File: src/rtl/mac_fcs_check.sv
// mac_fcs_check: RMII receive-side frame checker.
// Finds the SFD after a run of 01 preamble dibits, runs the reflected CRC-32
// over every dibit that follows it (FCS included), and reports the FCS
// residue check, the byte count and the length/alignment errors at end of frame.
// The FSM state is kept in the named signal 'state' so checkers can bind to it.
module mac_fcs_check #(
    parameter int PREAMBLE_MIN = 8,
    parameter int MIN_BYTES    = 64,
    parameter int MAX_BYTES    = 1522
) (
    input  logic        clk,
    input  logic        rst,
    input  logic        crsdv,
    input  logic [1:0]  rxd,
    output logic        done,
    output logic        fcs_ok,
    output logic        len_err,
    output logic        align_err,
    output logic [10:0] byte_count
);

    localparam logic [31:0] CRC_POLY    = 32'hEDB8_8320;
    localparam logic [31:0] CRC_INIT    = 32'hFFFF_FFFF;
    localparam logic [31:0] CRC_RESIDUE = 32'hDEBB_20E3;

    // Fixed-width copies of the parameters so every comparison is width-matched.
    localparam logic [5:0]  PRE_MIN_W = 6'(PREAMBLE_MIN);
    localparam logic [11:0] MIN_B_W   = 12'(MIN_BYTES);
    localparam logic [11:0] MAX_B_W   = 12'(MAX_BYTES);

    typedef enum logic [2:0] {
        S_IDLE,
        S_PREAMBLE,
        S_DATA,
        S_DROP,
        S_DONE
    } state_t;

    state_t      state;
    state_t      state_nxt;
    logic [4:0]  pre_cnt;
    logic [12:0] dibits;
    logic [31:0] crc;
    logic        sfd_hit;
    logic [10:0] bytes_now;

    // One LSB-first step of the reflected CRC-32.
    function automatic logic [31:0] crc_bit(input logic [31:0] c, input logic b);
        crc_bit = (c >> 1) ^ ((c[0] ^ b) ? CRC_POLY : 32'h0);
    endfunction

    // The dibit counter saturates at 8191, so its upper 11 bits saturate at 2047.
    assign bytes_now = dibits[12:2];
    assign sfd_hit   = (state == S_PREAMBLE) && (state_nxt == S_DATA);

    // State register.
    always_ff @(posedge clk or posedge rst) begin
        if (rst) begin
            state <= S_IDLE;
        end else begin
            state <= state_nxt;
        end
    end

    // Next-state logic; DONE ignores its input sample and always returns to IDLE.
    always_comb begin
        state_nxt = state;
        case (state)
            S_IDLE: begin
                if (crsdv && rxd == 2'b01) state_nxt = S_PREAMBLE;
            end
            S_PREAMBLE: begin
                if (!crsdv) begin
                    state_nxt = S_IDLE;
                end else if (rxd == 2'b11) begin
                    state_nxt = ({1'b0, pre_cnt} >= PRE_MIN_W) ? S_DATA : S_DROP;
                end else if (rxd != 2'b01) begin
                    state_nxt = S_DROP;
                end
            end
            S_DATA: begin
                if (!crsdv) state_nxt = S_DONE;
            end
            S_DROP: begin
                if (!crsdv) state_nxt = S_IDLE;
            end
            S_DONE: begin
                state_nxt = S_IDLE;
            end
            default: state_nxt = S_IDLE;
        endcase
    end

    // Preamble run length, saturating at 31; cleared outside the preamble.
    always_ff @(posedge clk or posedge rst) begin
        if (rst) begin
            pre_cnt <= 5'd0;
        end else if (state == S_IDLE) begin
            pre_cnt <= (crsdv && rxd == 2'b01) ? 5'd1 : 5'd0;
        end else if (state == S_PREAMBLE) begin
            if (crsdv && rxd == 2'b01 && pre_cnt != 5'd31) pre_cnt <= pre_cnt + 5'd1;
        end else begin
            pre_cnt <= 5'd0;
        end
    end

    // CRC and dibit counter: seeded at the SFD, advanced on every data dibit.
    always_ff @(posedge clk or posedge rst) begin
        if (rst) begin
            crc    <= CRC_INIT;
            dibits <= 13'd0;
        end else if (sfd_hit) begin
            crc    <= CRC_INIT;
            dibits <= 13'd0;
        end else if (state == S_DATA && crsdv) begin
            crc <= crc_bit(crc_bit(crc, rxd[0]), rxd[1]);
            if (dibits != 13'h1FFF) dibits <= dibits + 13'd1;
        end
    end

    // End-of-frame results: latched on the edge that raises done, held otherwise.
    always_ff @(posedge clk or posedge rst) begin
        if (rst) begin
            done       <= 1'b0;
            fcs_ok     <= 1'b0;
            len_err    <= 1'b0;
            align_err  <= 1'b0;
            byte_count <= 11'd0;
        end else begin
            done <= (state == S_DONE);
            if (state == S_DONE) begin
                byte_count <= bytes_now;
                align_err  <= (dibits[1:0] != 2'b00);
                len_err    <= ({1'b0, bytes_now} < MIN_B_W) || ({1'b0, bytes_now} > MAX_B_W);
                fcs_ok     <= (crc == CRC_RESIDUE);
            end
        end
    end

endmodule

File: config.mk
export PLATFORM = sky130hd
export DESIGN_NAME = mac_fcs_check
export DESIGN_NICKNAME = d
export VERILOG_FILES = /design/src/rtl/mac_fcs_check.sv
export SDC_FILE = /design/constraint.sdc
export NUM_CORES = 1
export LEC_CHECK = 0
export BUFFER_PORTS_ARGS = -buffer_cell sky130_fd_sc_hd__buf_2
export CAP_MARGIN = 25
export CORE_AREA = 3 3 88 90
export DETAILED_ROUTE_END_ITERATION = 6
export DIE_AREA = 0 0 91 93
export GPL_TIMING_DRIVEN = 1
export RECOVER_POWER = 50
export SYNTH_ARGS = -nofsm -noshare
export SYNTH_HDL_FRONTEND = slang
export SYNTH_SLANG_ARGS = --single-unit
File: constraint.sdc
create_clock -name clk -period 2.2 [get_ports clk]
set_clock_uncertainty 0.2 [all_clocks]
set_input_delay 0.22 -clock clk [delete_from_list [all_inputs] [get_ports clk]]
set_output_delay 0.22 -clock clk [all_outputs]
set_load 0.02 [all_outputs]
Word-level counts from Yosys, hierarchy flattened
Cells that the tools add are included.
{"block": "word_totals", "input_bits": 5, "out_inout_bits": 15, "word_cells": 59, "ff_bits": 68}
{"block": "classes", "n_eq_ne": 12, "bitwise": 4, "add_sub_neg": 2, "muxes": 19, "magnitude_cmp": 3, "reduce_logical": 10}
{"operator": "32-bit 2-to-1 mux", "count": 4}
{"operator": "31-bit by 32-bit XOR with 32-bit output", "count": 2}
{"operator": "13-bit 2-to-1 mux", "count": 3}
{"operator": "32-bit equality test, second input constant", "count": 1}
{"operator": "3-bit 2-to-1 mux", "count": 6}
{"operator": "5-bit 2-to-1 mux", "count": 3}
{"operator": "13-bit by 1-bit adder with 13-bit output, second input constant", "count": 1}
{"operator": "13-bit inequality test, second input constant", "count": 1}
{"operator": "3-bit one-hot mux with 4 select lines", "count": 1}
{"operator": "11-bit > comparator, second input constant", "count": 1}
{"operator": "11-bit by 7-bit < comparator with 1-bit output, second input constant", "count": 1}
{"operator": "3-bit by 2-bit equality test with 1-bit output, second input constant", "count": 3}
{"operator": "2-bit nonzero test", "count": 3}
{"operator": "5-bit by 1-bit adder with 5-bit output, second input constant", "count": 1}
{"operator": "5-bit by 4-bit greater-or-equal comparator with 1-bit output, second input constant", "count": 1}
{"operator": "5-bit inequality test, second input constant", "count": 1}
{"operator": "1-bit logical AND", "count": 4}
{"operator": "3-bit by 1-bit equality test with 1-bit output, second input constant", "count": 1}
{"operator": "3-bit equality test, second input constant", "count": 1}
{"operator": "3-bit zero test", "count": 1}
{"operator": "3-bit by 1-bit inequality test with 1-bit output, second input constant", "count": 1}
{"operator": "2-bit by 1-bit equality test with 1-bit output, second input constant", "count": 1}
{"operator": "2-bit equality test, second input constant", "count": 1}
{"operator": "1-bit 2-to-1 mux", "count": 2}
{"operator": "4 further kinds", "count": 5}

Logic depth before layout (Yosys ltp)
Gate-level depths: netlist (run 1).
{"block": "depth", "word_depth": 9, "depth_mapped": 8, "depth_no_buf": 7}

Worst setup path after synthesis (run 1)
OpenSTA, ideal clock, no wires.
{"block": "synth_timing", "path_kind": "register to register", "startpoint": "register pre_cnt[0]", "endpoint": "register pre_cnt[3]", "required_time_ns": 1.875, "arrival_time_ns": 1.711, "n_path_buf": 1, "setup_slack_ns": 0.164, "path_stages_with_launch": 9, "cell_sequence": "dfrtp_1 ha_1 and3_1 ha_1 nor4bb_1 clkbuf_1 nand4_1 xor2_1 nor2_1"}
{"block": "synth_via", "elab_chain_len": 4, "word_cells_on_any_way": 7, "cone_classes": "1 x add/sub; 2 x eq/ne; 3 x mux; 1 x reduce/logical"}
{"element": "start, declared", "line_no": "41", "text": "logic [4:0] pre_cnt;"}
{"element": "start signal, assigned", "line_no": "99", "text": "pre_cnt <= (crsdv && rxd == 2'b01) ? 5'd1 : 5'd0;"}
{"element": "start signal, assigned", "line_no": "101", "text": "if (crsdv && rxd == 2'b01 && pre_cnt != 5'd31) pre_cnt <= pre_cnt + 5'd1;"}
{"element": "5-bit by 1-bit adder with 5-bit output", "line_no": "101"}
{"element": "5-bit 2-to-1 mux", "line_no": "101"}
{"element": "5-bit 2-to-1 mux", "line_no": "100", "text": "end else if (state == S_PREAMBLE) begin"}
{"element": "5-bit 2-to-1 mux", "line_no": "98", "text": "end else if (state == S_IDLE) begin"}
Several ways; a longest one is shown, not always the timed one. The select of a mux whose other input is x is not followed.
A chain may end at the register's enable or synchronous reset.

Worst setup path after layout (run 1)
{"block": "layout_timing", "startpoint": "register pre_cnt[1]", "endpoint": "register pre_cnt[3]"}
Same word-level chain as after synthesis.

==> results of run 1 <==
-- metal layers --
layer  part of all wire, %  routed length, microns
met3                   3.4                     232
met5                     0                       0
met4                   1.5                     104
met2                    47                    3270
met1                    48                    3280
-- cells in the mapped netlist, types with 4 or more instances --
master | n | area share, %
xnor2_1 | 7 | 1.8
clkbuf_1 | 11 | 1.2
o211ai_1 | 23 | 5.1
dfstp_2 | 32 | 25
dfrtp_1 | 36 | 27
xor2_1 | 14 | 3.6
nand4_1 | 4 | 0.74
inv_1 | 7 | 0.78
nor2_1 | 13 | 1.5
mux2i_1 | 6 | 1.8
ha_1 | 4 | 1.5
buf_2 | 5 | 0.74
nand3_1 | 21 | 3.1
mux2_2 | 11 | 3.7
a21oi_1 | 6 | 0.89
nand2_1 | 52 | 5.8
o21ai_0 | 6 | 0.89
nand4b_1 | 5 | 1.3
-- flip-flops by register name, indices dropped and copies added (netlist names) --
name and flops:
fcs_ok 1, dibits 13, done 1, pre_cnt 5
state 3, byte_count 11, crc 32, align_err 1
len_err 1
-- through the flow --
step	cell area (sq um)	utilization [%]
2_1_floorplan	3360	-
5_1_grt	3820	53.5
3_5_place_dp	3610	50.6
6_report	3820	53.5
3_3_place_gp	3610	50.6
4_1_cts	3830	53.7
-- area by class of cell --
class | instances | area share (%)
repair buffers | 36 | 5.63
flip-flops and latches | 68 | 45.6
well taps | 99 | 3.24
clock buffers | 14 | 4.26
multi-input cells | 219 | 39.7
clock inverters | 2 | 0.917
inverters | 7 | 0.688
-- logic make-up (layout without fill, tap and decap cells) --
family,Yosys count,in the layout,share of synthesized area (%)
AND/OR/NAND/NOR,125,125,20.1
multiplexers,17,17,5.47
flip-flops,68,68,51.8
buffers and inverters,26,59,3.31
XOR/XNOR,24,24,7.59
AO/OA/AOI/OAI,49,49,10.3
adder cells (fa/ha/maj),4,4,1.49
-- repair_timing --
item	CTS	global route
hold buffers	2	0
endpoints found under the hold margin	49	0
gates resized for setup	0	2
setup endpoints to repair	0	14
setup buffers	0	1
-- worst min-delay path: stages --
cell and delay [ps]:
buf_2 100, o211ai_1 140, o22ai_1 100, nor2_1 100
-- worst min-delay path by stage --
| stage | startpoint | endpoint | cells past startpoint |
|---|---|---|---|
| 2_1_floorplan | crsdv | state[2] | 1 |
| 3_3_place_gp | rst | byte_count[1] | 3 |
| 3_5_place_dp | rst | byte_count[1] | 3 |
| 4_1_cts | rxd[0] | state[0] | 4 |
| 5_1_grt | rxd[0] | state[0] | 4 |
| 6_report | rxd[0] | state[0] | 4 |
-- power by group through the flow --
stage	clock (mW)	combinational, mW	sequential [mW]
5_1_grt	1.13	1.17	2.13
2_1_floorplan	0	0.806	2.02
4_1_cts	1.07	1.04	2.08
3_3_place_gp	0	1.00	2.09
6_report	1.04	1.02	2.08
3_5_place_dp	0	1.03	2.10
==> impl_metrics.py, run 1 <==
metrics = {
    "status": {
        "outcome": "finished clean",
    },
    "critical_path": {
        "worstPathCellList": "ha_2 > and3_1 > ha_1 > nor4bb_1 > buf_4 > nand4_1 > xor2_1 > nor2_1",
        "crit_path_top_delay_cell": "dfrtp_1",
        "cp-start-kind": "flip-flop",
        "cp-startpoint": "pre_cnt[1]",
        "cp.arrival_ps": 2110,
        "r2r_start": "pre_cnt[1]",
        "path_delay_family": "simple AND/OR/NAND/NOR gates",
        "crit_required_ps": 2230,
        "end_kind": "flip-flop",
        "timing.rr.end": "pre_cnt[3]",
        "crit_buf_inv": 1,
        "rr_worst_depth": 8,
        "crit_fanout": 6,
        "path_depth": 8,
        "max_stage_delay_ps": 400,
        "path_class": "flip-flop to flip-flop",
        "regToRegSetupSlack_ps": 120,
        "crit_path_end": "pre_cnt[3]",
    },
    "sta": {
        "hold_viol_final": 0,
        "setup_viol": 0,
        "max_freq_mhz": 481,
        "grt_setup_unrepaired": "yes",
        "period_share_pct": 94.5,
        "hold_ws_ps": 162,
        "worst_slew_pin_slew_ps": 1210,
        "slew_headroom_pct": 19.6,
        "final_max_slew_viol_count": 0,
        "period_needed_ps": 2080,
        "worst_slack_ps": 121,
        "setup-tns-final_ps": 0,
    },
    "floorplan": {
        "fp-row-count": 31,
        "fp.dieW_microns": 91,
        "io_pins": 20,
        "dieArea_sq_um": 8460,
        "fp.dieH_microns": 93,
        "core_sq_um": 7140,
        "initial_core_util_pct": 47.1,
    },
    "placement": {
        "routabilityCongestion": 0.755,
        "dp.cells": 426,
        "pre_cts_slack_ps": 109,
        "dp_hpwl_mm": 4.54,
        "port_buffers": 19,
    },
    "global_route": {
        "grt.busiest_layer": "met2",
        "grt_usage_pct": 17.7,
        "grt_max_degree": 58,
        "use_met3_pct": 4.91,
        "grt_util_met2_pct": 28.0,
        "grt_pass1_wl_mm": 11.8,
        "grt_pass1_vias": 2433,
        "met1_usage_pct": 23.5,
        "antenna_found_initial": 0,
        "overflow": 0,
    },
    "yosys": {
        "ys_seq_area_share_pct": 51.8,
        "ys_types": 51,
        "synth_ff_type": "dfrtp_1",
        "synth-edff-count": 0,
        "synthArstFlopShare_pct": 100,
        "netlist_area_sq_um": 3360,
        "syn_avg_cell_area_sq_um": 10.7,
        "yosysWarnings": 0,
        "syn-instance-count": 313,
        "ys_ff_latch": 68,
        "syn_nets": 322,
    },
    "layout": {
        "register_area_sq_um": 1740,
        "antenna-diode-count": 0,
        "multi_input_area_sq_um": 1520,
        "area_growth_pct": 13.6,
        "fin_nets": 350,
        "layout_common_cells": "52 x nand2_1, 36 x dfrtp_1, 32 x dfstp_2",
        "fin_cells": 445,
        "drive_gt1_share_pct": 27.5,
        "n_fill_cell": 666,
        "final_common_cell": "nand2_1",
    },
    "clock_tree": {
        "clk_latency_ps": 340,
        "cts_tree": "done",
        "htreeDepth": 3,
        "cts.sinks": 68,
        "cts_buffers": 9,
        "clk_pin_slew_worst_paths_ps": 70,
        "cts_buffer_depth": 2,
        "root_buffer": "clkbuf_8",
    },
    "power": {
        "total_power_mw": 4.14,
        "vdd_drop_max_uv": 458,
        "pwr-share-clk_pct": 25.1,
        "power_density_nw_per_um2": 1080,
        "swShare_pct": 31.1,
        "netSwitchingPower_mw": 1.29,
        "seqPwrFrac_pct": 50.2,
        "p_comb_share_pct": 24.7,
        "p_leak_nw": 1.65,
        "internal-power_mw": 2.85,
    },
    "job": {
        "maxCapViolCount": 0,
    },
    "detailed_routing": {
        "drt_iter0_markers": 123,
        "routedWlPerCell_microns": 15.5,
        "viasPerCell": 5.43,
        "drt_wl_total_mm": 6.88,
        "drc": 0,
        "first_pass_iters": 4,
        "postRouteAntennaNets": 0,
        "vias": 2417,
    },
    "worst_hold_path": {
        "min_path_type": "input port to flip-flop",
    },
}
No activity file was read; power rests on OpenSTA's default activity.
==> run 2: changes to the inputs <==
- ABC_CLOCK_PERIOD_IN_PS: not set -> 2200
- RECOVER_POWER: 50 -> not set
- SETUP_SLACK_MARGIN: not set -> 0.3
==> run 2 against run 1 <==
  * Total power rose by 3.7%
  * Critical path depth did not move
  * Fmax rose by 5.1%
  * Non-clock buffer count rose by 5
  * Sequential share of layout area fell by 2.2 points
  * Count of clock-buffer cells in the layout fell by 4
  * Combinational power rose by 5%
  * Cell count rose by 1.1%
  * Via count rose by 3.1%
  * Wire length barely moved
  * Design area rose by 5.0%
  * Largest cell class unchanged
==> impl_metrics.py, run 2 (synthesized netlist as in run 1, its figures left out) <==
metrics = {
    "layout": {
        "multi_input_area_sq_um": 1590,
        "largest_reg_flops": 32,
        "n_fill_cell": 640,
        "fin_area_sq_um": 4010,
        "register_area_sq_um": 1740,
        "layout_common_cells": "52 x nand2_1, 35 x dfrtp_1, 32 x dfstp_2",
        "drive_gt1_share_pct": 33.9,
        "antenna-diode-count": 0,
        "finalCoreUtilization_pct": 56.2,
        "final_common_cell": "nand2_1",
        "max_flop_register": "crc",
        "reg.largest.list": "crc: 32 flops, dibits: 13 flops, byte_count: 11 flops",
        "fin_nets": 355,
        "area_growth_pct": 19.3,
    },
    "placement": {
        "port_buffers": 19,
        "postPlaceCellArea_sq_um": 3630,
        "dp_hpwl_mm": 4.20,
        "routabilityCongestion": 0.765,
    },
    "power": {
        "p_leak_nw": 1.72,
        "total_power_mw": 4.29,
        "vdd_drop_max_uv": 452,
        "power_density_nw_per_um2": 1070,
    },
    "clock_tree": {
        "cts_buffers": 9,
        "cts_tree": "done",
        "cts.sinks": 68,
        "clk_pin_slew_worst_paths_ps": 70,
        "root_buffer": "clkbuf_8",
        "cts_buffer_depth": 2,
        "htreeDepth": 3,
        "clk_latency_ps": 340,
    },
    "sta": {
        "period_needed_ps": 1980,
        "max_freq_mhz": 506,
        "slew_headroom_pct": 71.6,
        "hold_viol_final": 0,
        "hold_ws_ps": 40.5,
        "setup_viol": 0,
        "final_max_slew_viol_count": 0,
        "setup-tns-final_ps": 0,
        "grt_setup_unrepaired": "yes",
        "period_share_pct": 89.9,
        "worst_slew_pin_slew_ps": 419,
    },
    "critical_path": {
        "crit_buf_inv": 1,
        "max_stage_delay_ps": 390,
        "cp.arrival_ps": 2010,
        "path_class": "flip-flop to flip-flop",
        "crit_path_top_delay_cell": "dfrtp_1",
        "rr_worst_depth": 8,
        "cp-startpoint": "pre_cnt[1]",
        "crit_fanout": 6,
        "end_kind": "flip-flop",
        "path_depth": 8,
        "r2r_start": "pre_cnt[1]",
        "worstPathCellList": "ha_2 > and3_4 > ha_4 > nor4bb_4 > buf_4 > nand4_1 > xor2_1 > nor2_1",
        "crit_required_ps": 2230,
        "cp-start-kind": "flip-flop",
        "path_delay_family": "simple AND/OR/NAND/NOR gates",
    },
    "worst_hold_path": {
        "worstHoldPathCells": 3,
        "min_path_type": "input port to flip-flop",
        "holdCritStartpoint": "crsdv",
    },
    "floorplan": {
        "core_sq_um": 7140,
        "fp-row-count": 31,
        "io_pins": 20,
        "fp.dieW_microns": 91,
        "initial_core_util_pct": 47.1,
        "dieArea_sq_um": 8460,
        "fp.dieH_microns": 93,
    },
    "detailed_routing": {
        "vias": 2491,
        "routedWlPerCell_microns": 15.3,
        "drt_wl_total_mm": 6.88,
        "first_pass_iters": 5,
        "drt_iter0_markers": 180,
        "viasPerCell": 5.54,
        "drc": 0,
        "postRouteAntennaNets": 0,
    },
    "job": {
        "maxCapViolCount": 0,
    },
    "global_route": {
        "grt_usage_pct": 17.6,
        "grt_max_degree": 69,
        "antenna_found_initial": 0,
        "overflow": 0,
        "grt_pass1_vias": 2353,
        "grt_pass1_wl_mm": 11.7,
    },
    "status": {
        "outcome": "finished clean",
    },
}
-- run 2: layer usage --
metal | share of wire, % | wire (microns) | up-vias | global-route usage, %
li1 | - | - | 1191 | -
met1 | 50 | 3410 | 1248 | 25.8
met2 | 46 | 3170 | 40 | 24.4
met3 | 2.5 | 175 | 12 | 3.94
met4 | 1.8 | 125 | 0 | 9.05
met5 | 0 | 0 | - | 0
-- run 2: worst reg2reg max path: cells and delay by family, from the launching register on --
family	cells	cell delay, ps
adders and majority gates	2	350
and+or+nand+nor	4	570
DFF	1	390
buffers and inverters	1	190
xor gates and xnor gates	1	180
-- run 2: what timing repair did --
| action | CTS | global route |
|---|---|---|
| buffers inserted | 5 | 4 |
| hold endpoints to repair | 37 | 0 |
| pin swaps | 7 | 6 |
| setup endpoints to repair | 9 | 25 |
| hold buffers | 2 | 0 |
| gates resized for setup | 3 | 10 |
-- run 2: through the flow --
step	std cells	worst slack (ps)
after CTS	446	262
after floorplan	313	290
after global placement	423	276
final	450	222
after global routing	450	138
after detailed placement	423	196
-- run 2: cell type report --
cell class,instances,share of cell area (%)
well taps,99,3.09
flip-flops and latches,68,43.4
inverters,7,0.748
clock buffers,10,3.43
repair buffers,41,7.64
clock inverters,6,2.18
multi-input cells,219,39.5
-- run 2: worst paths after layout --
path,end,slack (ps)
setup / recovery,pre_cnt[3],220
hold / removal,state[0],40
setup reg to reg,pre_cnt[3],220
hold reg to reg,crc[13],290
max in group asynchronous,crc[28],1140
min in group asynchronous,pre_cnt[3],330
-- run 2: where the power goes --
group          internal (mW)  switching, mW
Sequential              1.77          0.306
Combinational          0.533          0.535
Clock                  0.667          0.483
